`src/rtl/gshare_pred.sv`:
```
// Gshare direction predictor: PC/history XOR indexes a PHT of valid-tagged saturating counters.
// Build option GSHARE_SPEC_HIST_EN enables speculative history with mispredict recovery.
module gshare_pred #(
    parameter int unsigned XLEN   = 32,
    parameter int unsigned OFFSET = 2,
    parameter int unsigned HLEN   = 8,
    parameter int unsigned CNT_W  = 2
) (
    input  logic            clk_i,
    input  logic            rst_i,
    input  logic            flush_i,
    input  logic [XLEN-1:0] pc_i,
    input  logic            pred_valid_i,
    output logic            taken_o,
    output logic [HLEN-1:0] pred_index_o,
    output logic [HLEN-1:0] pred_hist_o,
    input  logic            res_valid_i,
    input  logic [HLEN-1:0] res_index_i,
    input  logic [HLEN-1:0] res_hist_i,
    input  logic            res_taken_i,
    input  logic            res_mispred_i
);

    localparam int unsigned Entries = 2 ** HLEN;
    localparam logic [CNT_W-1:0] CntInit = CNT_W'((2 ** (CNT_W - 1)) - 1);
    localparam logic [CNT_W-1:0] CntMax  = {CNT_W{1'b1}};

    logic [HLEN-1:0]  hist_q, hist_d;
    logic [Entries-1:0] vld_q;
    logic [CNT_W-1:0] cnt_q [Entries];
    logic [CNT_W-1:0] cnt_upd;

    // Only the hashed slice of the PC is used.
    logic unused_pc;
    assign unused_pc = ^pc_i;

    assign pred_index_o = hist_q ^ pc_i[HLEN+OFFSET-1:OFFSET];
    assign pred_hist_o  = hist_q;
    assign taken_o      = vld_q[pred_index_o] & cnt_q[pred_index_o][CNT_W-1];

    always_comb begin
        cnt_upd = cnt_q[res_index_i];
        if (res_taken_i && cnt_upd != CntMax) begin
            cnt_upd = cnt_upd + 1'b1;
        end else if (!res_taken_i && cnt_upd != '0) begin
            cnt_upd = cnt_upd - 1'b1;
        end
    end

`ifdef GSHARE_SPEC_HIST_EN
    // Recovery restores the checkpoint and overrides any same-cycle speculative shift.
    always_comb begin
        hist_d = hist_q;
        if (res_valid_i && res_mispred_i) begin
            hist_d = {res_taken_i, res_hist_i[HLEN-1:1]};
        end else if (pred_valid_i) begin
            hist_d = {taken_o, hist_q[HLEN-1:1]};
        end
    end
`else
    logic unused_spec;
    assign unused_spec = pred_valid_i ^ res_mispred_i ^ (^res_hist_i);

    always_comb begin
        hist_d = hist_q;
        if (res_valid_i) begin
            hist_d = {res_taken_i, hist_q[HLEN-1:1]};
        end
    end
`endif

    always_ff @(posedge clk_i) begin
        if (rst_i || flush_i) begin
            hist_q <= '0;
            vld_q  <= '0;
            for (int i = 0; i < Entries; i++) begin
                cnt_q[i] <= CntInit;
            end
        end else begin
            hist_q <= hist_d;
            if (res_valid_i) begin
                vld_q[res_index_i] <= 1'b1;
                cnt_q[res_index_i] <= cnt_upd;
            end
        end
    end

endmodule
```
`config.mk`:
```
export PLATFORM = sky130hd
export DESIGN_NAME = gshare_pred
export DESIGN_NICKNAME = d
export VERILOG_FILES = /design/src/rtl/gshare_pred.sv
export SDC_FILE = /design/constraint.sdc
export NUM_CORES = 2
export LEC_CHECK = 0
export BUFFER_PORTS_ARGS = -buffer_cell sky130_fd_sc_hd__buf_4
export CELL_PAD_IN_SITES_DETAIL_PLACEMENT = 1
export CELL_PAD_IN_SITES_GLOBAL_PLACEMENT = 1
export CORE_MARGIN = 5
export CORE_UTILIZATION = 44
export CTS_CLUSTER_SIZE = 40
export DETAILED_ROUTE_END_ITERATION = 10
export PLACE_DENSITY_LB_ADDON = 0.1
export SYNTH_ARGS = -nofsm -noshare
export SYNTH_HDL_FRONTEND = slang
export SYNTH_SLANG_ARGS = --single-unit
```
`constraint.sdc`:
```
create_clock -name clk_i -period 6.3 [get_ports clk_i]
set_clock_uncertainty 0.15 [all_clocks]
set_input_delay 1.575 -clock clk_i [delete_from_list [all_inputs] [get_ports clk_i]]
set_output_delay 1.575 -clock clk_i [all_outputs]
set_load 0.005 [all_outputs]
```
==> summary.md <==
| Metric | Value |
|---|---|
| Status | finished, final reports clean |
| Critical Path Sink Type | output port |
| Full die area | slightly above 0.09 mm² |
| Slowest stage delay, CP | roughly 0.57 ns |
| Worst path most repeated cell | buf_4 |
| Detailed placement HPWL | approximately 90000 µm |
| Slew Viols, Final | 0 |
| Synthesized area per cell | roughly 11 µm² |
| WHS Path Cells | 2 |
| CP Launch Type | primary input |
| Clock transition at path regs | ~0.050 ns |
| Place WS | -0.455 ns |
| Final hold viol count | 0 |
| Commonest non-fill, non-tap cells in the layout | nand2_1 (976), edfxtp_1 (512), dfxtp_1 (264) |
| Drt total wl | roughly 140000 µm |
| Overflow after GRT | 0 |
| Core Region | roughly 0.086 mm² |
| Via count | around 28000 |
| Hold Crit Start | vld_q[33] |
| RR Endpoint | cnt_q[133][1] |
| Post-route ant nets | 0 |
| Final period utilization | 0.991 |
| Setup total negative slack | 0 ns |
| CP startpoint | pc_i[2] |
| Post-synth top flop | edfxtp_1 |
| Row count | roughly 110 |
| Leak pwr | 15.9 nW |
| Register area share after synthesis | 0.542 |
| Yosys reg bits | approximately 780 |
| Worst Hold Endpoint | vld_q[33] |
| Post-synthesis net count | roughly 3400 |
| Post-synth EDFFs | 512 |
| Slew margin rel. | 0.177 |
| CTS tree | yes |
| I/O Pins | 72 |
| GRT Total Usage | 0.285 |
| DR iter-0 viols | around 2600 |
| # nets final | between 3000 and 4000 |
| Clock Latency Late Sink | roughly 0.7 ns |
| Share of cells above drive strength 1 | 0.233 |
| Worst Reg-to-Reg Cells | 12 |
| Cts hold-fix bufs | 0 |
| Number of library cell types mapped by synthesis | 63 |
| Critical Path RT | between 4 and 5 ns |
| Die H | 304 µm |
| Worst-path fanout max | 16 |
| Initial core utilization | 0.441 |
| Slowest CP cell | mux4_2 |
| Vias per cell | 6.11 |
| Least-Margin Pin Slew | ~1.2 ns |
| Dpl cell area | 0.0404 mm² |
| Routability cong. | between 0.8 and 0.9 |
| Fillers | approximately 8900 |
| Post-route minimum period | between 6 and 7 ns |
| Post-synth ARST share | 0 |
| Root Buffer | clkbuf_16 |
| Worst setup margin | about 0.055 ns |
| Clk sinks | just under 800 |
| ANT cells | 0 |
| RSZ-0062 raised after global routing | false |
| P&R area growth vs syn | 13.7% |
| Max Root-Sink Buffers | 3 |
| Flop-to-flop setup slack | 1.77 ns |
| # DRC | 0 |
| Crit path DAT | approximately 4.5 ns |
| First drt pass iteration count | 5 |
| Setup Fix Bufs, Post-CTS | 0 |
| Initial antenna violation count | 3 |
| DIE WIDTH | 304 µm |
| Global-route wire length before repair | between 150000 and 200000 µm |
| Pwr Total | 12.0 mW |
| Hold Slack | around 0.29 ns |
| Worst vdd ir | approximately 0.18 mV |
| Mapped Cells | around 3300 |
| FMAX | approximately 160 MHz |
| Final instance area | about 0.043 mm² |
| Pwr dens | roughly 280 mW/mm² |
| Syn. warnings | 0 |
| Num CTS Buffers | a little under 90 |
| Vias in the first global route | just under 30000 |
| Port-buffer cells | 37 |
| CP Class | in -> out |
| Mapped cell area | roughly 0.038 mm² |
| Post-DR wirelength/cell | just under 30 µm |
| Max_cap viols | 0 |
| Largest net degree at the start of global routing | 170 |
| CTS H-tree lvls | 3 |
| Final setup fails | 0 |
| Commonest non-fill, non-tap cell in the layout | nand2_1 |
| R2R Path Start | cnt_q[170][0] |
| Hold crit path type | reg -> reg |
| Crit-path cells | buf_4, xnor2_2, bufinv_16, buf_12, buf_16, mux4_2, mux2i_2, a22oi_1, o21ai_1, o22ai_1, a31oi_2, buf_4, buf_4 |
[metal layers]
layer | routed length (µm) | global-route usage | vias to the layer above
li1 | - | - | 12100
met1 | 55800 | 0.383 | 14500
met2 | 64300 | 0.467 | 1072
met3 | 9820 | 0.0503 | 259
met4 | 5500 | 0.103 | 2
met5 | 7 | 0 | -
[cells by family after synthesis]
| family | Yosys count | share of synthesized area |
|---|---|---|
| simple gates | 1489 | 0.198 |
| flops | 776 | 0.542 |
| compound gates | 509 | 0.0907 |
| buf+inv | 289 | 0.0405 |
| mux | 259 | 0.126 |
| xor+xnor | 8 | 0.00184 |
| fa+ha+maj | 2 | 0.000657 |
[power by group]
part           total (mW)  leakage (nW)  switching [mW]  internal [mW]
Sequential           5.55          6.97          0.0517           5.50
Clock                4.99          1.37            2.15           2.85
Combinational        1.50          7.61            1.08          0.425
Total                12.0          15.9            3.27           8.78
[flip-flops by register name (all words and copies together) (netlist names)]
signal,count
pred_hist_o,8
cnt_q,512
vld_q,256
[worst max-delay path: cells and delay by family]
family | cells | cell delay, ns
buf+inv | 6 | 1.06
mux | 2 | 0.83
xor+xnor | 1 | 0.18
compound gates | 4 | 0.81
[timing repair]
item	CTS	global route
cloned	1	0
pin swaps	1	0
resized for setup	19	5
endpoints found under the hold margin	0	0
setup endpoints to repair	1	1
[cell type report]
cell class	count	area [µm²]	share of cell area
flip-flops and latches	776	20700	0.477
repair buffers	208	2290	0.0529
clock inverters	36	297	0.00684
multi-input cells	2267	16100	0.372
inverters	7	52.6	0.00121
clock buffers	127	2470	0.0569
well taps	1155	1450	0.0333
[how the worst max path moves through the flow]
stage | to | slack, ns
final | taken_o | 0.06
after global routing | taken_o | 0.009
after CTS | taken_o | 0.02
after detailed placement | taken_o | -0.46
after global placement | taken_o | -0.41
after floorplan | taken_o | 0.47
[through the flow]
step / instances / utilization
6_report: 4576 / 0.502
5_1_grt: 4576 / 0.502
4_1_cts: 4576 / 0.502
3_5_place_dp: 4412 / 0.468
3_3_place_gp: 4412 / 0.468
2_1_floorplan: 3332 / -
[synthesized netlist by cell type, drive strengths merged, types with 8 or more instances]
master | count | area (µm²)
nand2 | 977 | 3670
edfxtp | 512 | 15400
dfxtp | 264 | 5290
nor3 | 199 | 1910
o21bai | 183 | 1370
mux4 | 176 | 3960
o21ai | 154 | 771
buf | 143 | 992
clkbuf | 139 | 524
nor2 | 127 | 477
mux2i | 77 | 771
nor3b | 76 | 856
a21o | 73 | 548
nand3 | 55 | 275
a22oi | 21 | 158
a311oi | 15 | 131
a21oi | 13 | 65.1
nand2b | 12 | 75.1
and3 | 11 | 68.8
nor2b | 11 | 68.8
a31oi | 8 | 50.1
o22ai | 8 | 50.1
(Power assumes the default switching activity.)
